## src/rtl/time_countdown_pkg.sv

```systemverilog
// Shared time definitions: countdown states, BCD digit maxima, clamp helper.
// No logic of its own; consumed by the countdown top and its digit decrementers.
// Not applicable: no handshakes live here.
package time_countdown_pkg;

   typedef enum logic [1:0] {
      ST_IDLE    = 2'd0,
      ST_RUN     = 2'd1,
      ST_PAUSE   = 2'd2,
      ST_EXPIRED = 2'd3
   } state_t;

   // Largest legal value of a units digit and of a tens-of-minutes/seconds digit
   localparam logic [3:0] UNITS_MAX = 4'd9;
   localparam logic [3:0] TENS_MAX  = 4'd5;

   function automatic logic [3:0] clamp_digit(input logic [3:0] d, input logic [3:0] max_v);
      return (d > max_v) ? max_v : d;
   endfunction

endpackage

```

## src/rtl/time_countdown_bcd_digit_down.sv

```systemverilog
// Single BCD digit decrementer with borrow chain and wrap to MODULUS-1.
// Latency: purely combinational.
// No backpressure: borrow_i is the only qualifier.
module bcd_digit_down #(
   parameter int MODULUS = 10
) (
   input  logic [3:0] digit_i,
   input  logic       borrow_i,
   output logic [3:0] digit_o,
   output logic       borrow_o
);

   localparam logic [3:0] TOP_DIGIT = 4'(MODULUS - 1);

   // Subtract the incoming borrow; a zero digit wraps and passes the borrow on
   always_comb begin
      borrow_o = borrow_i && (digit_i == 4'd0);
      digit_o  = digit_i;
      if (borrow_i) begin
         digit_o = (digit_i == 4'd0) ? TOP_DIGIT : (digit_i - 4'd1);
      end
   end

endmodule

```

## src/rtl/time_countdown.sv

```systemverilog
// HH:MM:SS BCD countdown timer with load/start/pause control and expiry pulse.
// Latency: a tick or control input is reflected on the registered outputs one cycle later.
// No backpressure: ticks arriving outside RUN, or alongside start/pause, are dropped.
module time_countdown
   import time_countdown_pkg::*;
#(
   parameter int DIGIT_CLAMP = 1
) (
   input  logic       clk,
   input  logic       rst,
   input  logic       load,
   input  logic       start,
   input  logic       pause,
   input  logic       tick,
   input  logic [3:0] pHour10,
   input  logic [3:0] pHour1,
   input  logic [3:0] pMinute10,
   input  logic [3:0] pMinute1,
   input  logic [3:0] pSecond10,
   input  logic [3:0] pSecond1,
   output logic [3:0] Hour10,
   output logic [3:0] Hour1,
   output logic [3:0] Minute10,
   output logic [3:0] Minute1,
   output logic [3:0] Second10,
   output logic [3:0] Second1,
   output logic       running,
   output logic       expired,
   output logic       done
);

   // Digit index 0 is Second1, index 5 is Hour10
   logic [5:0][3:0] cnt_q;
   logic [5:0][3:0] cnt_dec;
   logic [5:0][3:0] preset_raw;
   logic [5:0][3:0] preset_lim;
   logic [6:0]      borrow;
   logic            cnt_zero;
   logic            dec_zero;
   logic            unused_top_borrow;

   state_t state_q;
   logic   running_q;
   logic   expired_q;
   logic   done_q;

   assign preset_raw = {pHour10, pHour1, pMinute10, pMinute1, pSecond10, pSecond1};

   // A tick always removes exactly one second from Second1
   assign borrow[0] = 1'b1;

   genvar gi;
   generate
      for (gi = 0; gi < 6; gi++) begin : g_digit
         localparam bit         IS_TENS  = (gi == 1) || (gi == 3);
         localparam logic [3:0] DIGIT_MX = IS_TENS ? TENS_MAX : UNITS_MAX;

         bcd_digit_down #(
            .MODULUS (IS_TENS ? 6 : 10)
         ) u_digit (
            .digit_i  (cnt_q[gi]),
            .borrow_i (borrow[gi]),
            .digit_o  (cnt_dec[gi]),
            .borrow_o (borrow[gi+1])
         );

         assign preset_lim[gi] = (DIGIT_CLAMP != 0) ? clamp_digit(preset_raw[gi], DIGIT_MX)
                                                    : preset_raw[gi];
      end
   endgenerate

   // The chain never underflows: RUN is only held with a nonzero count
   assign unused_top_borrow = borrow[6];

   assign cnt_zero = (cnt_q == '0);
   assign dec_zero = (cnt_dec == '0);

   // Control FSM and count register; priority rst > load > pause > start > tick
   always_ff @(posedge clk) begin
      if (rst) begin
         state_q   <= ST_IDLE;
         cnt_q     <= '0;
         running_q <= 1'b0;
         expired_q <= 1'b0;
         done_q    <= 1'b0;
      end else begin
         done_q <= 1'b0;
         if (load) begin
            cnt_q     <= preset_lim;
            state_q   <= ST_IDLE;
            running_q <= 1'b0;
            expired_q <= 1'b0;
         end else begin
            case (state_q)
               ST_RUN: begin
                  if (pause) begin
                     state_q   <= ST_PAUSE;
                     running_q <= 1'b0;
                  end else if (!start && tick) begin
                     cnt_q <= cnt_dec;
                     if (dec_zero) begin
                        state_q   <= ST_EXPIRED;
                        running_q <= 1'b0;
                        expired_q <= 1'b1;
                        done_q    <= 1'b1;
                     end
                  end
               end
               ST_IDLE, ST_PAUSE: begin
                  if (start) begin
                     if (cnt_zero) begin
                        state_q   <= ST_EXPIRED;
                        expired_q <= 1'b1;
                        done_q    <= 1'b1;
                     end else begin
                        state_q   <= ST_RUN;
                        running_q <= 1'b1;
                     end
                  end
               end
               default: begin
                  // EXPIRED holds 00:00:00 until load or rst
               end
            endcase
         end
      end
   end

   assign {Hour10, Hour1, Minute10, Minute1, Second10, Second1} = cnt_q;
   assign running = running_q;
   assign expired = expired_q;
   assign done    = done_q;

endmodule

```

## config.mk

```make
export PLATFORM = sky130hd
export DESIGN_NAME = time_countdown
export DESIGN_NICKNAME = d
export VERILOG_FILES = /design/src/rtl/time_countdown_pkg.sv /design/src/rtl/time_countdown_bcd_digit_down.sv /design/src/rtl/time_countdown.sv
export SDC_FILE = /design/constraint.sdc
export NUM_CORES = 1
export LEC_CHECK = 0
export CAP_MARGIN = 10
export CORE_AREA = 2 2 68 70
export DETAILED_ROUTE_END_ITERATION = 7
export DIE_AREA = 0 0 70 72
export PLACE_DENSITY_LB_ADDON = 0.1
export SLEW_MARGIN = 20
export SYNTH_ARGS = -nofsm -noshare
export SYNTH_HDL_FRONTEND = slang
export SYNTH_SLANG_ARGS = --single-unit
export TNS_END_PERCENT = 30
```

## constraint.sdc

```tcl
create_clock -name clk -period 2.1 [get_ports clk]
set_input_delay 0.525 -clock clk [delete_from_list [all_inputs] [get_ports clk]]
set_output_delay 0.525 -clock clk [all_outputs]
set_load 0.03 [all_outputs]
```

# Yosys cells after proc, flatten, opt, wreduce, memory -nomap -nowiden
# Index checks and enable logic that the tools add are counted.
totals:
  out_inout_bits: 27
  regBits: 29
op_classes:
  addsub: 6
  muxes: 45
  n_eq_ne: 11
  n_reduce_logical: 24
  n_lt_le_gt_ge: 6
ops:
  columns: ["op", "count"]
  rows:
  - ["24-bit two-way mux", 4]
  - ["4-bit two-way mux", 17]
  - ["24-bit zero test", 2]
  - ["4-bit zero test", 6]
  - ["4-bit by 1-bit subtractor with 4-bit output (second input constant)", 6]
  - ["4-bit > comparator (second input constant)", 4]
  - ["1-bit two-way mux", 15]
  - ["2-bit != test (second input constant)", 7]
  - ["2-bit two-way mux", 5]
  - ["4-bit by 3-bit > comparator with 1-bit output (second input constant)", 2]
  - ["3-bit != test (second input constant)", 2]
  - ["1-bit case mux with 2 select lines", 3]
  - ["6-bit AND reduction", 1]
  - ["2-bit nonzero test", 3]
  - ["1-bit logical AND", 5]
  - ["5-bit AND reduction", 1]
  - ["2-bit case mux with 2 select lines", 1]
  - ["4-bit AND reduction", 1]
  - ["2-bit OR reduction", 2]
  - ["3-bit AND reduction", 1]
  - ["2-bit by 1-bit == test with 1-bit output (second input constant)", 1]
  - ["2-bit == test (second input constant)", 1]
  - ["2-bit zero test", 1]
  - ["1-bit zero test", 1]

# Depth between registers and ports, before layout
# Gate-level depths: netlist (run 1).
depth:
  word_depth: 11
  ltp_mapped: 7

# Hierarchy
# A second synthesis (run 1) with hierarchy kept.
unflattened:
  cells_unflattened: 231
  hier_area_um2: 1930.6
modules_own_cells:
  columns: ["mod", "n_inst", "area_each_um2", "seq_area_each_um2", "cells_each"]
  rows:
  - ["time_countdown", 1, 1497.7, 580.6, 169]
  - ["bcd_digit_down at g_digit[0].u_digit ...", 4, 78.8, 0.0, 11]
  - ["bcd_digit_down at g_digit[1].u_digit ...", 2, 58.8, 0.0, 9]

# Worst setup path after synthesis (run 1)
# Ideal clock, no wire load.
synth_path:
  path_type: "reg2reg"
  from: "register cnt_q, in the netlist Hour1[3]"
  to: "register state_q[1]"
  t_required_ps: 2030
  path_stages_with_launch: 7
  t_arrival_ps: 2295
  synth_period_minus_slack_ps: 2364
  path_slack_ps: -264
  path_cell_list: "dfxtp_1 > nor4_1 > nand3_1 > or4_4 > a21o_1 > or4_1 > a21oi_1"
synth_via:
  elab_chain_len: 6
  elab_cells_between_ends: 13
  cone_classes: "1 x add/sub; 1 x eq/ne; 6 x mux; 5 x reduce/logical"
synth_rtl:
  columns: ["item", "line_no", "source"]
  rows:
  - ["from (decl)", "time_countdown.sv:33", "logic [5:0][3:0] cnt_q;"]
  - ["from (signal assigned)", "time_countdown.sv:89", "cnt_q <= preset_lim;"]
  - ["from (signal assigned)", "time_countdown.sv:100", "cnt_q <= cnt_dec;"]
  - ["4-bit by 1-bit subtractor with 4-bit output or 4-bit zero test (tied branches)", "time_countdown_bcd_digit_down.sv:20, time_countdown_bcd_digit_down.sv:17", null]
  - ["4-bit two-way mux or 1-bit logical AND (tied branches)", "time_countdown_bcd_digit_down.sv:20, time_countdown_bcd_digit_down.sv:17", null]
  - ["4-bit two-way mux", "time_countdown_bcd_digit_down.sv:19", "if (borrow_i) begin"]
  - ["24-bit zero test", "time_countdown.sv:76", "assign dec_zero = (cnt_dec == '0);"]
  - ["3-bit != test (no line)", null, null]
  - ["4-bit AND reduction (no line)", null, null]
  - ["to (signal assigned)", "time_countdown.sv:81", "state_q <= ST_IDLE;"]
  - ["to (signal assigned)", "time_countdown.sv:90", "state_q <= ST_IDLE;"]
  - ["to (signal assigned)", "time_countdown.sv:97", "state_q <= ST_PAUSE;"]
  - ["to (decl)", "time_countdown.sv:42", "state_t state_q;"]
# Parallel ways exist; a longest one is shown, timed or not. The select of a mux whose other input is x is not followed.
# A chain may end at the register's enable or synchronous reset.

# Worst setup path in the final report (run 1)
layout_path:
  from: "register cnt_q, in the netlist Minute1[0]"
  to: "register state_q[1]"
layout_via:
  elab_chain_len: 8
  elab_cells_between_ends: 17
  cone_classes: "1 x add/sub; 1 x eq/ne; 8 x mux; 7 x reduce/logical"
layout_rtl:
  columns: ["item"]
  rows:
  - ["branches (longest 8 deep; another with 4-bit by 1-bit subtractor with 4-bit output)"]
# Several ways; the timed one is not identified. The select of a mux whose other input is x is not followed.

==> results of run 1 <==
cell usage in the layout, fill, tap and decap left out, drive strengths merged, types with 5 or more instances in the layout:
master         instances
xnor2                  9
nor3                   9
clkdlybuf4s50         55
nor4                   9
a21oi                 16
nor2                  37
a211oi                12
clkbuf                 7
dfxtp                 29
nor2b                  5
nand2                 13
nand3                  5
inv                   10
buf                   58
o21ai                 16
or4                    5
through the flow:
stage	power (uW)	hold WS [ns]	instance area, um2	setup WS, ns	TNS [ns]
5_1_grt	1720	0.570	3060	-0.155	-1.08
3_5_place_dp	1090	0.493	2820	-0.353	-4.81
3_3_place_gp	1080	0.488	2820	-0.332	-4.22
2_1_floorplan	849	0.481	1830	-0.0876	-0.156
6_report	1630	0.530	3060	-0.0977	-0.226
4_1_cts	1620	0.529	2990	-0.0997	-0.346
power by group through the flow:
stage	combinational, uW	sequential [uW]	clock, uW
floorplan	158	691	0
global placement	462	622	0
detailed placement	464	623	0
CTS	485	611	522
global route	543	615	559
finish	504	612	519
per-layer routing:
layer  share of wire  up-vias
met5               0        -
met4           0.010        0
met3           0.065        6
met2            0.48       71
met1            0.45      965
li1                -     1074
worst register-to-register path, cell delays in order, from the launching register on:
cell	delay, ns
dfxtp_2	0.33
nor4_4	0.36
nand3_2	0.13
or4_4	0.52
a21o_1	0.19
or4_1	0.46
a21oi_1	0.13
worst max path at each step:
stage / startpoint / to / slack [ns] / cells after the start
3_3_place_gp: pause / Minute1[2] / -0.33 / 8
5_1_grt: Second1[3] / state_q[1] / -0.16 / 7
3_5_place_dp: tick / Minute1[2] / -0.35 / 8
4_1_cts: Second10[1] / state_q[1] / -0.1 / 6
2_1_floorplan: Hour1[1] / state_q[1] / -0.09 / 6
6_report: Minute1[0] / state_q[1] / -0.1 / 6
sequential cells by signal (all words and copies together), names as in the netlist:
name and count:
done 1, Second1 4, Minute1 4, Minute10 4, Hour10 4, expired 1, running 1, Second10 4
state_q 2, Hour1 4
cell families (layout without fill, tap and decap cells):
family                 count (synthesis)  count (layout)  synth area share
AND/OR/NAND/NOR                      104             104             0.316
AO/OA/AOI/OAI                         62              62             0.225
flip-flops                            29              29             0.330
buffers and inverters                 17             132            0.0363
XOR/XNOR                              10              10            0.0498
multiplexers                           7               7            0.0427
cell type report:
type / instances / area (um2)
flip-flops and latches: 29 / 603
clock buffers: 7 / 96.3
multi-input cells: 183 / 1250
clock inverters: 1 / 5.00
fillers: 350 / 1210
repair buffers: 114 / 998
inverters: 10 / 37.5
well taps: 52 / 65.1
repair_timing:
action	CTS	global route
gates cloned	0	0
pin swaps	10	9
setup endpoints to repair	11	19
setup buffers	4	3
gates resized for setup	10	10
==> run summary, run 1 <==
vias in the first global route = 2007
Pins Over Slew Limit = 0
CTS Root Cell = clkbuf_8
Yosys warnings = 0
reg2reg end = state_q[1]
r2r setup slk = -0.1 ns
crit start category = flip-flop
critical path cell sequence = nor4_4, nand3_2, or4_4, a21o_1, or4_1, a21oi_1
maximum buffer depth of the clock tree = 2
CTS sink cnt = 29
RSZ-0062 raised after global routing = true
run status = complete, but fails checks
DRT Pass-1 Iters = 5
Tmin final = 2.20 ns
Final period util = 1.05
Hold Startpoint = expired
Cell Count, Final, Fillers Out = 396
Worst R2R Path Depth = 6
Sw Ratio = 0.304
vias = 2116
routability cong. = 0.878
Critical Path AT = 2.41 ns
final setup vio count = 6
Comb power frac = 0.308
met2 GRT Util = 0.363
All-Layer GR Usage = 0.222
Post-Synthesis Net Count = 259
HPWL after DPL = 4.26 mm
top cells by area, synth = dfxtp_1 (33%), nor2_1 (7.9%), a211oi_1 (5.1%), a21oi_1 (4.6%), o21ai_0 (4.6%)
Clock Pin Slew Worst Setup and Hold Paths = 0.07 ns
WHS Path Cells = 2
Worst Setup End Kind = flip-flop
final hold violations = 0
share of the synthesized area in the top cell type = 0.330
Ports = 57
num rows = 24
largest net degree at the start of global routing = 18
Hold Path Class = flip-flop to flip-flop
Area Growth Syn to Fin = 73.8%
count of state elements after synthesis = 29
DR WL/cell = 14.0 um
Worst-Margin Slew = 0.351 ns
layout cells sized above 1 = 0.331
Placed Cells = 381
Num CTS Buffers = 5
fmax = 0.455 GHz
Util after Layout = 0.717
DIE AREA = 5040 um2
initial antenna violation count = 0
max-cap violation count = 0
Die Wd = 70 um
Die Ht = 72 um
CP max FO = 3
Starting Density = 0.412
DRT Wirelength = 5.56 mm
Critical Path RT = 2.31 ns
drt drc = 0
core footprint = 4260 um2
grt ovf = 0
Hold EP = expired
M1 GR Usage = 0.295
share of flip-flops with an asynchronous set or reset = 0
average size of a mapped cell = 7.68 um2
global-route wire length before repair = 9.09 mm
delay-heaviest family, CP = simple AND/OR/NAND/NOR gates
PwrDens = 535 nW/um2
largest area contributor in the netlist = dfxtp_1
synthesized area = 1760 um2
r2r startpoint = Minute1[0]
met3 Use GR = 0.0542
CTS tree = yes
failing checks = negative setup slack
Nets = 373
most instantiated cells after synthesis = nor2_1 (37), dfxtp_1 (29), a21oi_1 (16), o21ai_0 (16)
slowest stage delay, CP = 0.52 ns
switching power = 496 uW
worst setup path class = flip-flop to flip-flop
Max rail drop VDD = 0.441 mV
Initial DRC Count = 117
worst path bufs/invs = 0
Hold Buf Count CTS = 0
CTS H-tree depth = 2
most common cell in the synthesized netlist = nor2_1
Clock power frac = 0.317
cell leakage power = 0.00119 uW
Reg power frac = 0.374
Seq/Total Area, Yosys = 0.330
worst skew pair latency = 0.28 ns
CP max stage cell = or4_4
ANT nets after route = 0
antenna cells = 0
Avg Vias per Cell = 5.34
global routing's busiest layer = met2
Rel. slew slack = 0.760
Primary FF master, synth = dfxtp_1
Final WS setup = -0.0977 ns
Port Buf Inserts = 56
P_int = 1140 uW
EDFF count, synth = 0
Gate Count Post-Synth = 229
skew final = 0.00602 ns
post-synth cell types = 43
Note: power is estimated with default switching activity, not from simulation.
==> run 2: changes to the inputs <==
--- a/config.mk
+++ b/config.mk
@@ -10,6 +10,7 @@
 export DETAILED_ROUTE_END_ITERATION = 7
 export DIE_AREA = 0 0 70 72
 export PLACE_DENSITY_LB_ADDON = 0.1
+export SETUP_SLACK_MARGIN = 0.05
 export SLEW_MARGIN = 20
 export SYNTH_ARGS = -nofsm -noshare
 export SYNTH_HDL_FRONTEND = slang
==> run 2 against run 1 <==
- the run still ends with negative setup slack left
- first-iteration DRC count is 58% higher
- power is 1.5% higher
- setup slack worse by 0.010 ns
- global-route usage is 1.5 points higher
- cell area is 2.0% higher
- core utilization is 1.4 points higher
- worst hold slack better by 0.0052 ns
- critical endpoint is now done
- non-clock buffer count is 4 lower
- clock skew hardly changed
- critical path type unchanged
- fmax is 0.46% lower
- sequential share of layout area is 0.38 points lower
- flip-flop and latch count stayed put
==> run summary, run 2 (synthesized netlist as in run 1, its figures left out) <==
Hold Startpoint = expired (unchanged)
Critical Path AT = 2.44 ns (was 2.41 ns)
Hold EP = expired (unchanged)
CTS tree = yes (unchanged)
Worst R2R Path Depth = 6 (unchanged)
Fillers = 328 (was 350)
slowest stage delay, CP = 0.47 ns (was 0.52 ns)
Hold Path Class = flip-flop to flip-flop (unchanged)
Hold Buf Count CTS = 0 (unchanged)
global-route wire length before repair = 9.32 mm (was 9.09 mm)
num rows = 24 (unchanged)
Avg Vias per Cell = 5.55 (was 5.34)
vias in the first global route = 2000 (was 2007)
CTS Root Cell = clkbuf_8 (unchanged)
Clock power frac = 0.320 (was 0.317)
Clock Pin Slew Worst Setup and Hold Paths = 0.07 ns (about the same)
DR WL/cell = 15.5 um (was 14.0 um)
Tmin final = 2.21 ns (was 2.20 ns)
CP max FO = 3 (unchanged)
dpl ws = -0.354 ns (was -0.353 ns)
vias = 2177 (was 2116)
routability cong. = 0.862 (was 0.878)
Final WS setup = -0.108 ns (was -0.0977 ns)
fmax = 0.453 GHz (was 0.455 GHz)
met3 Use GR = 0.0611 (was 0.0542)
M1 GR Usage = 0.292 (was 0.295)
DIE AREA = 5040 um2 (unchanged)
worst setup path class = flip-flop to flip-flop (unchanged)
skew final = 0.00579 ns (was 0.00602 ns)
grt ovf = 0 (unchanged)
Die Ht = 72 um (unchanged)
Nets = 369 (was 373)
Port Buf Inserts = 56 (unchanged)
switching power = 523 uW (was 496 uW)
critical path cell sequence = nor4_4, nand3_2, or4_4, a211o_1, or3_1, a21oi_1 (was nor4_4, nand3_2, or4_4, a21o_1, or4_1, a21oi_1)
Comb power frac = 0.309 (was 0.308)
Ports = 57 (unchanged)
Rel. slew slack = 0.719 (was 0.760)
layout cells sized above 1 = 0.350 (was 0.331)
Critical Path RT = 2.33 ns (was 2.31 ns)
Num CTS Buffers = 5 (unchanged)
Sw Ratio = 0.315 (was 0.304)
cell leakage power = 0.00128 uW (was 0.00119 uW)
WHS Path Cells = 2 (unchanged)
final setup vio count = 5 (was 6)
Die Wd = 70 um (unchanged)
RSZ-0062 raised after global routing = true (unchanged)
drt drc = 0 (unchanged)
final hold violations = 0 (unchanged)
Max rail drop VDD = 0.341 mV (was 0.441 mV)
multi-input logic area = 1320 um2 (was 1250 um2)
met2 GRT Util = 0.395 (was 0.363)
worst skew pair latency = 0.29 ns (was 0.28 ns)
Final period util = 1.05 (about the same)
CTS H-tree depth = 2 (unchanged)
most common cell after layout, fill and taps aside = buf_4 (unchanged)
commonest non-fill, non-tap cells in the layout = buf_4 (51), clkdlybuf4s50_1 (50), nor2_1 (35) (was buf_4 (58), clkdlybuf4s50_1 (55), nor2_1 (37))
DRT Wirelength = 6.08 mm (was 5.56 mm)
antenna cells = 0 (unchanged)
setup TNS = -0.451 ns (was -0.226 ns)
failing checks = negative setup slack (unchanged)
HPWL after DPL = 4.42 mm (was 4.26 mm)
P_int = 1140 uW (about the same)
Area Growth Syn to Fin = 77.2% (was 73.8%)
CP max stage cell = or4_4 (unchanged)
Initial DRC Count = 185 (was 117)
Worst-Margin Slew = 0.411 ns (was 0.351 ns)
DRT Pass-1 Iters = 4 (was 5)
run status = complete, but fails checks (unchanged)
ANT nets after route = 0 (unchanged)
Worst Setup End Kind = flip-flop (unchanged)
core footprint = 4260 um2 (unchanged)
crit start category = flip-flop (unchanged)
max-cap violation count = 0 (unchanged)
global routing's busiest layer = met2 (unchanged)
Util after Layout = 0.731 (was 0.717)
CTS sink cnt = 29 (unchanged)
Pins Over Slew Limit = 0 (unchanged)
PwrDens = 532 nW/um2 (was 535 nW/um2)
maximum buffer depth of the clock tree = 2 (unchanged)
largest net degree at the start of global routing = 20 (was 18)
Power Total = 1660 uW (was 1630 uW)
Starting Density = 0.412 (unchanged)
Reg power frac = 0.371 (was 0.374)
r2r startpoint = Minute1[3] (was Minute1[0])
r2r setup slk = -0.11 ns (was -0.1 ns)
All-Layer GR Usage = 0.237 (was 0.222)
reg2reg end = done (was state_q[1])
initial antenna violation count = 0 (unchanged)
Reg area = 603 um2 (unchanged)
[run 2: cell types whose count changed in the layout (fill, tap and decap cells not counted), moves of 3 or more]
cell | before | now
buf_4 | 58 | 51
buf_6 | 0 | 3
clkdlybuf4s50_1 | 55 | 50
dlymetal6s2s_1 | 1 | 5
[run 2: cell type report]
class | instances | area share
Inverter | 10 | 0.0120
Clock inverter | 1 | 0.00161
Tap cell | 52 | 0.0209
Sequential cell | 29 | 0.194
Timing Repair Buffer | 110 | 0.317
Clock buffer | 7 | 0.0309
Multi-Input combinational cell | 183 | 0.424
[run 2: repair_timing]
action                     CTS  global route
pin swaps                    9            16
setup endpoints to repair   16            27
setup buffers                3             3
resized for setup           11            30
[run 2: worst max-delay path, delay by kind of cell (launching register included)]
family          cells  cell delay (ns)
flops               1             0.33
simple gates        4             1.36
compound gates      2             0.44
[run 2: routing by layer]
layer | wire length [um] | up-vias
met2 | 2980 | 69
met3 | 302 | 12
li1 | - | 1069
met5 | 0 | -
met1 | 2670 | 1027
met4 | 129 | 0
[run 2: worst max-delay path by stage]
stage | endpoint | slack [ns] | cells after the start | startpoint
floorplan | state_q[1] | -0.09 | 6 | Hour1[1]
global placement | Minute1[2] | -0.33 | 8 | tick
detailed placement | Minute1[2] | -0.35 | 8 | tick
CTS | state_q[1] | -0.04 | 6 | Minute1[3]
global route | Minute10[1] | -0.16 | 9 | tick
finish | done | -0.11 | 6 | Minute1[3]
[run 2: through the flow]
step / hold WS, ns / cell area (um2) / std cells
final: 0.535 / 3120 / 392
after CTS: 0.531 / 2970 / 389
after detailed placement: 0.515 / 2790 / 378
after floorplan: 0.481 / 1830 / 229
after global placement: 0.501 / 2790 / 378
after global routing: 0.587 / 3120 / 392
[run 2: power by group through the flow]
stage	sequential [uW]	clock, uW	combinational (uW)
after floorplan	691	0	158
after CTS	614	532	485
after global placement	622	0	463
final	615	531	513
after detailed placement	624	0	466
after global routing	618	560	552
==> run 3: changes to the inputs <==
--- a/config.mk
+++ b/config.mk
@@ -6,9 +6,9 @@
 export NUM_CORES = 1
 export LEC_CHECK = 0
 export CAP_MARGIN = 10
-export CORE_AREA = 2 2 68 70
+export CORE_AREA = 2 2 65 67
 export DETAILED_ROUTE_END_ITERATION = 7
-export DIE_AREA = 0 0 70 72
+export DIE_AREA = 0 0 67 69
 export PLACE_DENSITY_LB_ADDON = 0.1
 export SETUP_SLACK_MARGIN = 0.05
 export SLEW_MARGIN = 20
==> constraint.sdc (replaced) <==
create_clock -name clk -period 2.3 [get_ports clk]
set_input_delay 0.575 -clock clk [delete_from_list [all_inputs] [get_ports clk]]
set_output_delay 0.575 -clock clk [all_outputs]
set_load 0.03 [all_outputs]
==> run 3 against run 2 <==
- the run now ends clean
- combinational power down 20%
- power down 17%
- flip-flop and latch count unchanged
- non-clock buffer count down 15
- largest cell class unchanged
- highest routed layer unchanged
==> run summary, run 3 (synthesized netlist as in run 1, its figures left out) <==
multi-input logic area = 1180 um2 (was 1320 um2)
Die Ht = 69 um (was 72 um)
antenna cells = 0 (unchanged)
core footprint = 3910 um2 (was 4260 um2)
vias in the first global route = 1974 (was 2000)
drt drc = 0 (unchanged)
Worst-Margin Slew = 0.435 ns (was 0.411 ns)
final hold violations = 0 (unchanged)
Starting Density = 0.449 (was 0.412)
CTS tree = yes (unchanged)
Worst Setup End Kind = flip-flop (unchanged)
crit start category = flip-flop (unchanged)
DR WL/cell = 15.3 um (was 15.5 um)
CTS Root Cell = clkbuf_8 (unchanged)
WHS Path Cells = 2 (unchanged)
final setup vio count = 0 (was 5)
delay-heaviest family, CP = simple AND/OR/NAND/NOR gates (unchanged)
initial antenna violation count = 0 (unchanged)
CTS sink cnt = 29 (unchanged)
DR WL met3 = 314 um (was 302 um)
DIE AREA = 4620 um2 (was 5040 um2)
max-cap violation count = 0 (unchanged)
Critical Path AT = 2.47 ns (was 2.44 ns)
Cell Count, Final, Fillers Out = 375 (was 392)
vias = 2112 (was 2177)
cell leakage power = 0.00107 uW (was 0.00128 uW)
Tmin final = 2.25 ns (was 2.21 ns)
CP max FO = 4 (was 3)
DRT Pass-1 Iters = 4 (unchanged)
CP max stage cell = nor4_4 (was or4_4)
Max rail drop VDD = 0.345 mV (was 0.341 mV)
num rows = 23 (was 24)
Clock Pin Slew Worst Setup and Hold Paths = 0.07 ns (about the same)
dpl ws = -0.257 ns (was -0.354 ns)
Critical Path RT = 2.52 ns (was 2.33 ns)
Placed Cells = 364 (was 378)
Met1 Wirelength = 2.57 mm (was 2.67 mm)
Area Growth Syn to Fin = 60.1% (was 77.2%)
worst setup path class = flip-flop to flip-flop (unchanged)
ANT nets after route = 0 (unchanged)
slowest stage delay, CP = 0.41 ns (was 0.47 ns)
routability cong. = 0.882 (was 0.862)
grt ovf = 0 (unchanged)
Fillers = 334 (was 328)
Hold Buf Count CTS = 0 (unchanged)
CTS H-tree depth = 2 (unchanged)
largest net degree at the start of global routing = 22 (was 20)
worst path bufs/invs = 1 (was 0)
Pins Over Slew Limit = 0 (unchanged)
highest routed layer = met4 (unchanged)
commonest non-fill, non-tap cells in the layout = clkdlybuf4s50_1 (55), buf_4 (38), nor2_1 (37) (was buf_4 (51), clkdlybuf4s50_1 (50), nor2_1 (35))
Rel. slew slack = 0.702 (was 0.719)
Ports = 57 (unchanged)
Reg area = 587 um2 (was 603 um2)
critical path cell sequence = nor4_4, buf_4, nand4b_1, mux2_2, a211o_1, or3_1, a21oi_2 (was nor4_4, nand3_2, or4_4, a211o_1, or3_1, a21oi_1)
skew final = 0.00761 ns (was 0.00579 ns)
maximum buffer depth of the clock tree = 2 (unchanged)
Final WS setup = 0.0517 ns (was -0.108 ns)
Final period util = 0.978 (was 1.05)
Nets = 354 (was 369)
Num CTS Buffers = 5 (unchanged)
layout cells sized above 1 = 0.218 (was 0.350)
Initial DRC Count = 136 (was 185)
Power Total = 1380 uW (was 1660 uW)
All-Layer GR Usage = 0.254 (was 0.237)
Die Wd = 67 um (was 70 um)
Hold Path Class = flip-flop to flip-flop (unchanged)
global-route wire length before repair = 9.26 mm (was 9.32 mm)
setup TNS = 0 ns (was -0.451 ns)
PwrDens = 490 nW/um2 (was 532 nW/um2)
HPWL after DPL = 4.22 mm (was 4.42 mm)
RSZ-0062 raised after global routing = true (unchanged)
most common cell after layout, fill and taps aside = clkdlybuf4s50_1 (was buf_4)
worst skew pair latency = 0.28 ns (was 0.29 ns)
met2 WL = 2.79 mm (was 2.98 mm)
Port Buf Inserts = 56 (unchanged)
Worst R2R Path Depth = 7 (was 6)
run status = completed (was complete, but fails checks)
fmax = 0.445 GHz (was 0.453 GHz)
Crit. path cell count = 7 (was 6)
DRT Wirelength = 5.74 mm (was 6.08 mm)
Avg Vias per Cell = 5.63 (was 5.55)
[run 3: changes by cell type in the layout (fill, tap and decap cells not counted), moves of 3 or more]
cell / change
clkbuf_1: +3
dlymetal6s2s_1: -5
nor3_1: +5
nor3_2: -3
buf_4: -13
dfxtp_2: -7
buf_6: -3
dfxtp_1: +9
clkdlybuf4s50_1: +5
[run 3: path summary, 6_finish.rpt]
kind,from,to,slack (ns)
max,Second10[0],done,0.05
max reg2reg,Second10[0],done,0.05
min reg2reg,expired,expired,0.53
min,expired,expired,0.53
[run 3: timing repair]
item,CTS,global route
pin swaps,2,4
gates resized for setup,3,7
setup endpoints to repair,1,12
buffers inserted,2,1
[run 3: cell type report]
class                   instances  area share
clock buffers                   8      0.0284
multi-input cells             183       0.420
repair buffers                 95       0.307
well taps                      50      0.0222
inverters                      10      0.0133
flip-flops and latches         29       0.208
[run 3: metrics by stage]
stage	hold WS (ns)	area [um2]	utilization
6_report	0.529	2820	0.719
3_3_place_gp	0.482	2660	0.678
3_5_place_dp	0.519	2660	0.678
4_1_cts	0.526	2770	0.708
2_1_floorplan	0.481	1790	-
5_1_grt	0.552	2820	0.719
[run 3: power by group]
part           switching (uW)  leakage [uW]  internal (uW)
Combinational             209      0.000790            199
Sequential               30.4      0.000240            530
Clock                     197     0.0000395            215
[run 3: per-layer routing]
layer	global-route usage	vias up
met5	0	-
met4	0.0839	0
met3	0.0555	9
met2	0.406	68
met1	0.333	995
li1	-	1040
[run 3: worst register-to-register path, cell delays in order, from the launching register on]
cell and delay (ns):
dfxtp_2 0.34, nor4_4 0.41, buf_4 0.19, nand4b_1 0.14, mux2_2 0.32, a211o_1 0.26, or3_1 0.37, a21oi_2 0.15
